$ cat src/rtl/fifo_rd_sched_pkg.sv
// Shared types and width helpers for the FIFO control blocks.
//   rd_sched_state_t : read scheduler FSM states
//   cnt_width()      : bits needed to count 0..max_val inclusive
//   idx_width()      : bits needed to index n items (at least 1)
package fifo_ctrl_pkg;

    typedef enum logic {
        IDLE  = 1'b0,
        BURST = 1'b1
    } rd_sched_state_t;

    function automatic int cnt_width(input int max_val);
        return (max_val < 1) ? 1 : $clog2(max_val + 1);
    endfunction

    function automatic int idx_width(input int n);
        return (n < 2) ? 1 : $clog2(n);
    endfunction

    localparam int DEF_NUM_REQ   = 4;
    localparam int DEF_BURST_LEN = 8;
    localparam int DEF_MAX_WAIT  = 16;

endpackage

$ cat src/rtl/fifo_rd_sched_if.sv
// Read-side scheduler bundle between consumers / read pointer block and
// the scheduler.
//   master : scheduler view (drives rd_en, gnt, vld, last, busy)
//   slave  : consumer / FIFO view (drives req, empty)
interface fifo_rd_sched_if
    import fifo_ctrl_pkg::*;
#(
    parameter int NUM_REQ = DEF_NUM_REQ
);
    logic [NUM_REQ-1:0] req;
    logic               empty;
    logic               rd_en;
    logic [NUM_REQ-1:0] gnt;
    logic [NUM_REQ-1:0] vld;
    logic               last;
    logic               busy;

    modport master (
        input  req, empty,
        output rd_en, gnt, vld, last, busy
    );

    modport slave (
        output req, empty,
        input  rd_en, gnt, vld, last, busy
    );
endinterface

$ cat src/rtl/fifo_rd_sched_rr_pick.sv
// Combinational round-robin selector: the first set req bit at or after
// ptr (wrapping) wins.
//   req     : request vector
//   ptr     : index with highest priority
//   win_oh  : one-hot winner (0 when no request)
//   win_idx : index of the winner
//   req_any : at least one request present
module rr_pick
    import fifo_ctrl_pkg::*;
#(
    parameter  int N  = DEF_NUM_REQ,
    localparam int IW = idx_width(N)
) (
    input  logic [N-1:0]  req,
    input  logic [IW-1:0] ptr,
    output logic [N-1:0]  win_oh,
    output logic [IW-1:0] win_idx,
    output logic          req_any
);

    // One extra bit so ptr + i cannot overflow before the wrap subtraction.
    logic [IW:0] cand_s;
    logic        found_s;

    // Scan candidates in priority order starting at ptr.
    always_comb begin
        win_oh  = '0;
        win_idx = '0;
        found_s = 1'b0;
        cand_s  = '0;
        req_any = |req;
        for (int i = 0; i < N; i++) begin
            cand_s = {1'b0, ptr} + (IW+1)'(i);
            if (cand_s >= (IW+1)'(N)) begin
                cand_s = cand_s - (IW+1)'(N);
            end else begin
                cand_s = cand_s;
            end
            if (!found_s && req[cand_s[IW-1:0]]) begin
                found_s                 = 1'b1;
                win_idx                 = cand_s[IW-1:0];
                win_oh                  = '0;
                win_oh[cand_s[IW-1:0]]  = 1'b1;
            end else begin
                found_s = found_s;
            end
        end
    end

endmodule

$ cat src/rtl/fifo_rd_sched.sv
// Read-side burst scheduler: shares the single FIFO read port among
// NUM_REQ consumers with round-robin fairness, drives rd_en and tags each
// returned beat with its owner.
//   rd_clk  : read-domain clock
//   rd_rstn : synchronous active-low reset
//   bus     : master modport (req/empty in; rd_en/gnt/vld/last/busy out)
module fifo_rd_sched
    import fifo_ctrl_pkg::*;
#(
    parameter int NUM_REQ   = DEF_NUM_REQ,
    parameter int BURST_LEN = DEF_BURST_LEN,
    parameter int MAX_WAIT  = DEF_MAX_WAIT
) (
    input  logic             rd_clk,
    input  logic             rd_rstn,
    fifo_rd_sched_if.master  bus
);

    localparam int IW = idx_width(NUM_REQ);
    localparam int BW = cnt_width(BURST_LEN);
    localparam int WW = cnt_width(MAX_WAIT);

    localparam logic [BW-1:0] BEAT_LAST = BW'(BURST_LEN - 1);
    localparam logic [WW-1:0] WAIT_LAST = WW'(MAX_WAIT - 1);
    localparam logic [IW-1:0] PTR_MAX   = IW'(NUM_REQ - 1);

    rd_sched_state_t    state_r;
    logic [NUM_REQ-1:0] gnt_r;
    logic [NUM_REQ-1:0] vld_r;
    logic               last_r;
    logic               busy_r;
    logic [IW-1:0]      ptr_r;
    logic [BW-1:0]      beat_cnt_r;
    logic [WW-1:0]      wait_cnt_r;

    logic [NUM_REQ-1:0] win_oh_s;
    logic [IW-1:0]      win_idx_s;
    logic [IW-1:0]      ptr_next_s;
    logic               req_any_s;
    logic               owner_req_s;
    logic               rd_en_s;
    logic               beat_done_s;
    logic               starve_s;

    rr_pick #(.N(NUM_REQ)) u_pick (
        .req     (bus.req),
        .ptr     (ptr_r),
        .win_oh  (win_oh_s),
        .win_idx (win_idx_s),
        .req_any (req_any_s)
    );

    // gnt_r is zero in IDLE, so owner_req_s also gates reads out of IDLE.
    assign owner_req_s = |(bus.req & gnt_r);
    assign rd_en_s     = (state_r == BURST) & owner_req_s & ~bus.empty;
    assign beat_done_s = rd_en_s & (beat_cnt_r == BEAT_LAST);
    assign starve_s    = (state_r == BURST) & owner_req_s & bus.empty
                         & (wait_cnt_r == WAIT_LAST);
    assign ptr_next_s  = (win_idx_s == PTR_MAX) ? IW'(0) : (win_idx_s + IW'(1));

    // Scheduler FSM with counters and registered grant/beat outputs.
    always_ff @(posedge rd_clk) begin
        if (!rd_rstn) begin
            state_r    <= IDLE;
            gnt_r      <= '0;
            vld_r      <= '0;
            last_r     <= 1'b0;
            busy_r     <= 1'b0;
            ptr_r      <= '0;
            beat_cnt_r <= '0;
            wait_cnt_r <= '0;
        end else begin
            case (state_r)
                IDLE: begin
                    vld_r  <= '0;
                    last_r <= 1'b0;
                    if (req_any_s) begin
                        state_r    <= BURST;
                        gnt_r      <= win_oh_s;
                        busy_r     <= 1'b1;
                        ptr_r      <= ptr_next_s;
                        beat_cnt_r <= '0;
                        wait_cnt_r <= '0;
                    end else begin
                        gnt_r  <= '0;
                        busy_r <= 1'b0;
                    end
                end
                BURST: begin
                    vld_r  <= rd_en_s ? gnt_r : '0;
                    last_r <= beat_done_s;
                    if (rd_en_s) begin
                        beat_cnt_r <= beat_cnt_r + BW'(1);
                        wait_cnt_r <= '0;
                    end else if (owner_req_s) begin
                        wait_cnt_r <= wait_cnt_r + WW'(1);
                    end else begin
                        wait_cnt_r <= wait_cnt_r;
                    end
                    // Release on completion, request drop or starvation.
                    if (!owner_req_s || beat_done_s || starve_s) begin
                        state_r <= IDLE;
                        gnt_r   <= '0;
                        busy_r  <= 1'b0;
                    end else begin
                        state_r <= BURST;
                    end
                end
                default: begin
                    state_r <= IDLE;
                    gnt_r   <= '0;
                    vld_r   <= '0;
                    last_r  <= 1'b0;
                    busy_r  <= 1'b0;
                end
            endcase
        end
    end

    assign bus.rd_en = rd_en_s;
    assign bus.gnt   = gnt_r;
    assign bus.vld   = vld_r;
    assign bus.last  = last_r;
    assign bus.busy  = busy_r;

endmodule

$ cat src/flat_wrapper.sv
// flat-port wrapper written by rule: the top's interface ports become plain ports
module fifo_rd_sched_flat import fifo_ctrl_pkg::*;
#(
    parameter int NUM_REQ   = DEF_NUM_REQ,
    parameter int BURST_LEN = DEF_BURST_LEN,
    parameter int MAX_WAIT  = DEF_MAX_WAIT
)
  (rd_clk, rd_rstn, bus_req, bus_empty, bus_rd_en, bus_gnt, bus_vld, bus_last, bus_busy);
  fifo_rd_sched_if #(.NUM_REQ(NUM_REQ)) bus_i ();
  input  logic rd_clk;
  input  logic rd_rstn;
  input wire logic [$bits(bus_i.req)-1:0] bus_req;
  input wire logic [$bits(bus_i.empty)-1:0] bus_empty;
  output wire logic [$bits(bus_i.rd_en)-1:0] bus_rd_en;
  output wire logic [$bits(bus_i.gnt)-1:0] bus_gnt;
  output wire logic [$bits(bus_i.vld)-1:0] bus_vld;
  output wire logic [$bits(bus_i.last)-1:0] bus_last;
  output wire logic [$bits(bus_i.busy)-1:0] bus_busy;
  assign bus_i.req = bus_req;
  assign bus_i.empty = bus_empty;
  assign bus_rd_en = bus_i.rd_en;
  assign bus_gnt = bus_i.gnt;
  assign bus_vld = bus_i.vld;
  assign bus_last = bus_i.last;
  assign bus_busy = bus_i.busy;
  fifo_rd_sched #(.NUM_REQ(NUM_REQ), .BURST_LEN(BURST_LEN), .MAX_WAIT(MAX_WAIT)) u_core (.rd_clk(rd_clk), .rd_rstn(rd_rstn), .bus(bus_i));
endmodule
$ cat config.mk
export PLATFORM = sky130hd
export DESIGN_NAME = fifo_rd_sched_flat
export DESIGN_NICKNAME = d
export VERILOG_FILES = /design/src/rtl/fifo_rd_sched_pkg.sv /design/src/rtl/fifo_rd_sched_if.sv /design/src/rtl/fifo_rd_sched_rr_pick.sv /design/src/rtl/fifo_rd_sched.sv /design/src/flat_wrapper.sv
export SDC_FILE = /design/constraint.sdc
export NUM_CORES = 1
export LEC_CHECK = 0
export CORE_UTILIZATION = 54
export DETAILED_ROUTE_END_ITERATION = 8
export PLACE_DENSITY_LB_ADDON = 0.25
export SYNTH_ARGS = -nofsm -noshare
export SYNTH_HDL_FRONTEND = slang
export SYNTH_SLANG_ARGS = --single-unit
export TNS_END_PERCENT = 50
$ cat constraint.sdc
create_clock -name rd_clk -period 3.45 [get_ports rd_clk]
set_input_delay 0.345 -clock rd_clk [delete_from_list [all_inputs] [get_ports rd_clk]]
set_output_delay 0.345 -clock rd_clk [all_outputs]
set_load 0.01 [all_outputs]
==> results of run 1 <==
[report_power, final]
part | switching [uW] | leakage [uW] | internal, uW
Sequential | 49.9 | 0.000179 | 284
Combinational | 248 | 0.000384 | 210
Clock | 78.2 | 0.0000210 | 64.4
Total | 376 | 0.000584 | 559
[metal layers]
layer | part of all wire (%) | global-route usage (%) | vias up
met1 | 48 | 29.1 | 568
met2 | 48 | 40.6 | 25
li1 | - | - | 600
met3 | 3.4 | 3.51 | 2
met5 | 0 | 0 | -
met4 | 0.60 | 6.76 | 0
[placed cells by master (no fill, tap or decap), types with 2 or more instances in the layout]
cell type        synthesis  final
nand3_1                  4      4
clkdlybuf4s50_1          0     17
dfxtp_1                 22     22
inv_1                    5      5
a31oi_1                  2      2
and3_1                   5      5
mux4_2                   2      2
a22o_1                   2      2
a21oi_1                 16     16
nor2_1                  19     19
nor3b_1                  2      2
mux2i_1                  3      3
nand2b_1                 2      2
a22oi_1                  4      4
o21ai_0                  7      7
ha_1                     8      8
nand2_1                 17     17
nand3b_1                 3      3
o32a_1                   2      2
xor2_1                   2      2
clkbuf_4                 1      3
o211ai_1                 3      3
mux2_2                   2      2
[critical path, cell delays in order, from the launching register on]
cell,delay [ps]
dfxtp_1,690
inv_1,210
ha_1,480
mux4_2,650
o21ai_2,180
o21bai_2,90
or4b_1,530
nand3_1,80
[sequential cells by signal, indices dropped and copies added (netlist names)]
name               cells
u_core.state_r         1
u_core.bus.last        1
u_core.bus.vld         4
u_core.ptr_r           2
u_core.bus.busy        1
u_core.bus.gnt         4
u_core.wait_cnt_r      5
u_core.beat_cnt_r      4
[logic make-up after synthesis]
group	Yosys count
flops	22
simple gates	60
xor+xnor	2
buf+inv	15
compound gates	45
mux	7
fa+ha+maj	8
[final timing paths]
path,slack [ps],from,to,cells past startpoint
worst max-delay path,490,u_core.ptr_r[0]$_SDFFE_PN0P_,u_core.ptr_r[1]$_SDFFE_PN0P_,7
worst min-delay path,460,u_core.bus.busy$_SDFFE_PN0P_,u_core.bus.busy$_SDFFE_PN0P_,2
worst max register to register,490,u_core.ptr_r[0]$_SDFFE_PN0P_,u_core.ptr_r[1]$_SDFFE_PN0P_,7
worst min register to register,460,u_core.bus.busy$_SDFFE_PN0P_,u_core.bus.busy$_SDFFE_PN0P_,2
[through the flow]
stage | hold WS, ps | utilization (%) | instances | setup slack [ps]
floorplan | 465 | - | 159 | 960
global placement | 433 | 65.4 | 196 | 665
detailed placement | 462 | 65.4 | 196 | 504
CTS | 479 | 67.0 | 200 | 481
global route | 488 | 67.0 | 200 | 300
finish | 464 | 67.0 | 200 | 494
[area by class of cell]
class                   count  area share, %
multi-input cells         122           53.3
flip-flops and latches     22           28.9
repair buffers             18           11.6
clock buffers               4           2.38
well taps                  28           2.30
inverters                   6           1.48
==> metrics.yaml, run 1 <==
ios: 18
core_mm2: 0.00228
hold_viol_final: 0
hold_buffers: 0
htree_levels: 1
initial_core_util_pct: 59.0
grt_pass1_vias: 1080
vias_per_cell: 5.98
gr-total-overflow: 0
synth_top_family_by_area: "compound AO/OA/AOI/OAI gates"
cp-start-kind: "register"
cp_max_fo: 13
synth-seq-cells: 22
p_per_area_mw_per_mm2: 613
first_pass_iters: 4
postSynth.asyncResetShare_pct: 0
synth-xor-area-share_pct: 1.30
cts-resized-gates: 0
finalPower_uw: 935
synth_edf_count: 0
worstPathRequired_ps: 3710
numCtsBuffers: 3
n_antenna_cell: 0
die_w_um: 51.9
crit_path_end_kind: "register"
area_growth_pct: 13.6
gp_congestion: 0.857
timing.fmax_ghz: 0.338
synth_mux_area_share_pct: 7.27
final_area_mm2: 0.00153
post-synth-top-area-fraction_pct: 32.8
nNetsFinal: 188
yosys_warnings: 0
syn_nets: 174
synth-simple-area-share_pct: 22.1
cts_tree: "yes"
cts_setup_buffers: 0
critPathKind: "reg2reg"
clkLatencyLatePin_ps: 300
max-vdd-ir-drop_v: 0.000431
worstMarginPinSlew_ps: 550
synth.area.top_cells: "dfxtp_1 33%, ha_1 7.5%, a21oi_1 6.0%, nor2_1 5.3%, nand2_1 4.8%"
min_period_ps: 2960
synth_cells: 159
fin_crit_sh_pct: 85.7
yosysTopAreaCell: "dfxtp_1"
yosys_most_used_dff: "dfxtp_1"
synth_compound_area_share_pct: 22.5
drive_gt1_share_pct: 8.72
vias: 1195
yosysSeqAreaShare_pct: 32.8
grt_max_degree: 14
cp_data_arrival_time_ps: 3210
clk_pin_slew_ps: 120
synth_fa_ha_area_share_pct: 7.46
die_h_um: 51.9
multi_input_area_um2: 813
rsz0062_at_grt: "no"
yosysUniqueCellTypes: 45
drt_wl_total_um: 2820
fp-row-count: 17
cts.sinks: 22
syn_avg_cell_area_um2: 8.44
leakagePower_uw: 0.000584
post_dp_cell_area_mm2: 0.00149
hold_class: "reg2reg"
cap_viol_max_count: 0
clockBufferDepth: 2
drt-wirelength-per-cell_um: 14.1
synth_commonest_cells: "22 x dfxtp_1, 19 x nor2_1, 17 x nand2_1"
track_usage_pct: 23.2
setup_viol: 0
grt_pass1_wl_um: 4650
slew_headroom_pct: 63.3
status: "finished, final reports clean"
nFillCells: 202
synthesis.area_mm2: 0.00134
drt_iter0_markers: 17
clockRootBuffer: "clkbuf_4"
finClkSkew_ps: 0.894
setup-tns-final_ps: 0
portBuffers: 17
antenna_left: 0
synth_most_common_cell: "dfxtp_1"
remaining_drc_errors: 0
slew_viol_final: 0
grt_antenna_before_repair: 0
hpwlAfterDp_um: 2160
regArea_um2: 440
die_area_mm2: 0.00269
(Power assumes the default switching activity.)
==> run 2: changes to the inputs <==
Settings changed: CAP_MARGIN from default to 20, REMOVE_ABC_BUFFERS from default to 1.
==> run 2 against run 1 <==
Net effect:
- largest cell class unchanged
- critical path depth unchanged
- total power increased by 0.35%
- clock-buffer cell count unchanged
- highest routed layer unchanged
- global-route usage increased by 0.061 points
- maximum frequency decreased by 0.12%
- largest power group unchanged
- combinational power increased by 0.9%
- critical path type unchanged
==> metrics.yaml, run 2 (same netlist as run 1, synthesis figures left out) <==
die_h_um: 51.9  # unchanged
area_growth_pct: 14.2
cp-start-kind: "register"
cp_max_fo: 13  # unchanged
top_register: "u_core.wait_cnt_r"
cts.sinks: 22  # unchanged
initial_core_util_pct: 59.0  # unchanged
p_per_area_mw_per_mm2: 612  # -0.14%
crit_family: "flip-flops"
hold_viol_final: 0  # unchanged
worstPathRequired_ps: 3720  # about the same
n_antenna_cell: 0  # unchanged
vias_per_cell: 5.97  # about the same
max_stage_delay_ps: 690  # about the same
gp_congestion: 0.842  # -1.7%
path_cells: "inv_1 > ha_1 > mux4_2 > o21ai_2 > o21bai_2 > or4b_1 > nand3_1"
grt_pass1_vias: 1095  # +1.4%
cap_viol_max_count: 0  # unchanged
max-vdd-ir-drop_v: 0.000430  # -0.27%
leakagePower_uw: 0.000590  # +0.93%
status: "finished, final reports clean"
cts_tree: "yes"
gr-total-overflow: 0  # unchanged
slew_viol_final: 0  # unchanged
cp_data_arrival_time_ps: 3230  # +20 ps
nNetsFinal: 189  # +0.53%
cts_setup_buffers: 0  # unchanged
final_cell_mix: "22 x dfxtp_1, 19 x nor2_1, 17 x nand2_1, 17 x clkdlybuf4s50_1, 16 x a21oi_1"
nFillCells: 182  # -9.9%
slew_headroom_pct: 63.0  # -0.26 points
grt_pass1_wl_um: 4720  # +1.5%
drt_iter0_markers: 34  # +17
crit_slowest_cell: "dfxtp_1"
portBuffers: 17  # unchanged
min_period_ps: 2960  # +3.68 ps
numCtsBuffers: 3  # unchanged
htree_levels: 1  # unchanged
core_mm2: 0.00228  # unchanged
die_w_um: 51.9  # unchanged
clkLatencyLatePin_ps: 310  # about the same
fin_crit_sh_pct: 85.8  # +0.11 points
finClkSkew_ps: 9.75  # +8.86 ps
remaining_drc_errors: 0  # unchanged
setup-tns-final_ps: 0  # unchanged
hold_class: "reg2reg"
track_usage_pct: 23.3  # +0.061 points
clockBufferDepth: 2  # unchanged
timing.fmax_ghz: 0.338  # -0.12%
timing.hold.ws_ps: 452  # -11.4 ps
worstMarginPinSlew_ps: 554  # +3.89 ps
antenna_left: 0  # unchanged
ios: 18  # unchanged
die_area_mm2: 0.00269  # unchanged
hold_buffers: 0  # unchanged
fp-row-count: 17  # unchanged
worst-path-buf-inv: 1  # unchanged
clockRootBuffer: "clkbuf_4"
vias: 1200  # +0.42%
drt_wl_total_um: 2780  # -1.7%
grt_max_degree: 14  # unchanged
grt_antenna_before_repair: 0  # unchanged
setup_viol: 0  # unchanged
drive_gt1_share_pct: 9.25  # +0.53 points
cts-resized-gates: 0  # unchanged
drt-wirelength-per-cell_um: 13.8  # -2.2%
crit_path_end_kind: "register"
first_pass_iters: 4  # unchanged
critPathKind: "reg2reg"
hpwlAfterDp_um: 2020  # -6.6%
largest_reg_flops: 5  # unchanged
mostFrequentLayoutCell: "dfxtp_1"
rsz0062_at_grt: "no"
clk_pin_slew_ps: 120  # about the same
[run 2: changes by cell type in the layout (fill, tap and decap cells not counted), sizes merged]
cell / previous run / this run
buf: 1 / 2
[run 2: layout make-up]
cell class              instances  area [um2]  area share, %
clock buffers                   4        36.3           2.37
flip-flops and latches         22         440           28.7
well taps                      28        35.0           2.29
inverters                       6        22.5           1.47
repair buffers                 19         185           12.1
multi-input cells             122         813           53.1
[run 2: path summary, 6_finish.rpt]
| path | end | depth (start not counted) | slack, ps | start |
|---|---|---|---|---|
| setup / recovery | u_core.ptr_r[1]$_SDFFE_PN0P_ | 7 | 490 | u_core.ptr_r[0]$_SDFFE_PN0P_ |
| hold / removal | u_core.bus.busy$_SDFFE_PN0P_ | 2 | 450 | u_core.bus.busy$_SDFFE_PN0P_ |
| setup reg to reg | u_core.ptr_r[1]$_SDFFE_PN0P_ | 7 | 490 | u_core.ptr_r[0]$_SDFFE_PN0P_ |
| hold reg to reg | u_core.bus.busy$_SDFFE_PN0P_ | 2 | 450 | u_core.bus.busy$_SDFFE_PN0P_ |
[run 2: metrics by stage]
step	instance area, um2	utilization, %	total power [uW]	cells	setup WS [ps]
after floorplan	1280	-	664	150	820
after global placement	1500	65.8	776	197	680
after detailed placement	1500	65.8	794	197	533
after CTS	1530	67.3	937	201	502
after global routing	1530	67.3	1010	201	271
final	1530	67.3	938	201	490
[run 2: worst reg2reg max path, cell delays in order (launching register included)]
cell and delay [ps]:
dfxtp_1 690, inv_1 220, ha_1 490, mux4_2 650, o21ai_2 180, o21bai_2 90
or4b_1 510, nand3_1 80
[run 2: metal layers]
metal / global-route usage (%) / routed length (um) / vias up / share of wire (%)
met5: 0 / 0 / - / 0
met4: 5.41 / 11 / 0 / 0.40
met3: 5.26 / 152 / 2 / 5.5
met2: 37.4 / 1240 / 30 / 45
met1: 31.5 / 1370 / 569 / 49
li1: - / - / 599 / -
[run 2: report_power, final]
group	leakage, uW	switching (uW)	total (uW)	internal [uW]
Clock	0.0000210	77.2	142	64.5
Sequential	0.000179	50.4	335	284
Combinational	0.000390	251	462	211
==> run 3: changes to the inputs <==
Settings changed: ABC_AREA from default to 1, ABC_CLOCK_PERIOD_IN_PS from default to 3450, CORE_UTILIZATION 54 to 55, MAX_ROUTING_LAYER from default to met4.
==> run 3 against run 2 <==
Net effect:
- global-route usage increased by 1.5 points
- combinational power increased by 80%
- clock skew decreased by 6.7 ps
==> metrics.yaml, run 3 <==
grt_antenna_before_repair: 0  # unchanged
synth_cells: 223  # +40%
nNetsFinal: 258  # +37%
worstMarginPinSlew_ps: 408  # -146 ps
clockRootBuffer: "clkbuf_4"
crit_path_end_kind: "output port"
leakagePower_uw: 0.000794  # +35%
setup_viol: 0  # unchanged
ios: 18  # unchanged
final_core_utilization_pct: 67.8  # +0.46 points
initial_core_util_pct: 58.9  # -0.11 points
yosysUniqueCellTypes: 24  # -47%
area_growth_pct: 15.2
hold_viol_final: 0  # unchanged
cts.sinks: 22  # unchanged
drt_iter0_markers: 45  # +32%
die_w_um: 54.0  # +4.1%
slew_viol_final: 0  # unchanged
max-vdd-ir-drop_v: 0.000488  # +14%
postSynth.asyncResetShare_pct: 0  # unchanged
finalPower_uw: 1300  # +39%
htree_levels: 1  # unchanged
worstPathRequired_ps: 3110  # -610 ps
yosys_most_used_dff: "dfxtp_1"
yosysTopAreaCell: "dfxtp_1"
numCtsBuffers: 3  # unchanged
track_usage_pct: 24.8  # +1.5 points
hold_buffers: 0  # unchanged
cp_max_fo: 5  # -8
cp_data_arrival_time_ps: 2120  # -1110 ps
cp-start-kind: "input pin"
vias: 1420  # +18%
synth_edf_count: 0  # unchanged
cap_viol_max_count: 0  # unchanged
drt_wl_total_um: 3160  # +14%
remaining_drc_errors: 0  # unchanged
min_period_ps: 2460  # -500 ps
cts-resized-gates: 0  # unchanged
first_pass_iters: 4  # unchanged
regArea_um2: 440  # unchanged
core_mm2: 0.00252  # +11%
timing.fmax_ghz: 0.406  # +20%
gr-total-overflow: 0  # unchanged
multi_input_area_um2: 898  # +10%
clockBufferDepth: 2  # unchanged
drt-wirelength-per-cell_um: 11.6  # -16%
synth-seq-cells: 22  # unchanged
clkLatencyLatePin_ps: 300  # about the same
yosysSeqAreaShare_pct: 29.7  # -3.2 points
grt_pass1_wl_um: 5150  # +9.2%
p_per_area_mw_per_mm2: 760  # +24%
setup-tns-final_ps: 0  # unchanged
antenna_left: 0  # unchanged
syn_avg_cell_area_um2: 6.66  # -21%
vias_per_cell: 5.22  # -13%
largest_reg_flops: 5  # unchanged
critPathKind: "in2out"
fin_crit_sh_pct: 71.3  # -14 points
grt_max_degree: 15  # +1
rsz0062_at_grt: "no"
yosys_warnings: 0  # unchanged
place_inst: 268  # +36%
hold_class: "reg2reg"
finClkSkew_ps: 3.04  # -6.72 ps
clk_pin_slew_ps: 110  # about the same
status: "finished, final reports clean"
slew_headroom_pct: 72.8  # +9.8 points
final-instance-count-excl-fill: 272  # +35%
die_area_mm2: 0.00291  # +8.3%
fp-row-count: 18  # +1
n_antenna_cell: 0  # unchanged
die_h_um: 54.0  # +4.1%
final_cell_mix: "59 x nand2_1, 26 x inv_1, 23 x nand3_1"
top_register: "u_core.wait_cnt_r"
mostFrequentLayoutCell: "nand2_1"
synthesis.area_mm2: 0.00149  # +11%
gp_congestion: 0.875  # +3.9%
nFillCells: 230  # +26%
post-synth-top-area-fraction_pct: 29.7  # -3.2 points
synth_commonest_cells: "59 x nand2_1, 26 x inv_1, 23 x nand3_1"
drive_gt1_share_pct: 11.2  # +1.9 points
synth_most_common_cell: "nand2_1"
cts_setup_buffers: 0  # unchanged
hpwlAfterDp_um: 2360  # +17%
synth.area.top_cells: "dfxtp_1 30%, nand2_1 15%, nand3_1 7.8%, ha_1 6.7%, inv_1 6.6%"
grt_pass1_vias: 1217  # +11%
portBuffers: 17  # unchanged
cts_tree: "yes"
run 3: layout make-up:
type,instances,area share (%)
multi-input combinational,166,52.5
sequential,22,25.7
timing repair buffer,18,10.4
inverter,32,7.02
tap,30,2.19
clock buffer,4,2.12
run 3: worst paths after layout:
kind,start,to,slack (ps),depth (start not counted)
hold reg to reg,u_core.wait_cnt_r[3]$_SDFFE_PN0P_,u_core.wait_cnt_r[3]$_SDFFE_PN0P_,470,2
hold / removal,u_core.wait_cnt_r[3]$_SDFFE_PN0P_,u_core.wait_cnt_r[3]$_SDFFE_PN0P_,470,2
setup / recovery,bus_req[2],bus_rd_en,990,8
setup reg to reg,u_core.ptr_r[0]$_SDFFE_PN0P_,u_core.ptr_r[1]$_SDFFE_PN0P_,1280,14
run 3: kinds of logic (layout without fill, tap and decap cells):
group | after synthesis | after routing | share of synthesized area [%]
AO/OA/AOI/OAI | 30 | 30 | 11.0
XOR/XNOR | 2 | 2 | 1.18
adder cells (fa/ha/maj) | 8 | 8 | 6.74
buffers and inverters | 35 | 54 | 9.86
flip-flops | 22 | 22 | 29.7
AND/OR/NAND/NOR | 126 | 126 | 41.5
run 3: worst max-delay path, stage by stage:
cell and delay, ps:
clkdlybuf4s50_1 500, inv_1 90, o22ai_1 210, nor2_1 60, nor2_1 130, nand2_1 140
inv_2 100, clkdlybuf4s50_1 530
run 3: through the flow:
stage | setup slack (ps) | hold WS [ps] | cell area, um2
after floorplan | 1380 | 439 | 1460
after global placement | 1030 | 446 | 1670
after detailed placement | 987 | 451 | 1670
after CTS | 987 | 469 | 1710
after global routing | 807 | 487 | 1710
final | 990 | 470 | 1710
run 3: power by group:
group / internal, uW / switching (uW)
Combinational: 299 / 534
Sequential: 290 / 37.7
Clock: 64.4 / 74.9
run 3: routing by layer:
metal	track usage (%)	routed length, um	share of wire, %
met1	31.6	1630	52
met2	39.3	1370	43
met5	-	0	0
met4	4.39	7	0.22
met3	6.50	155	4.9
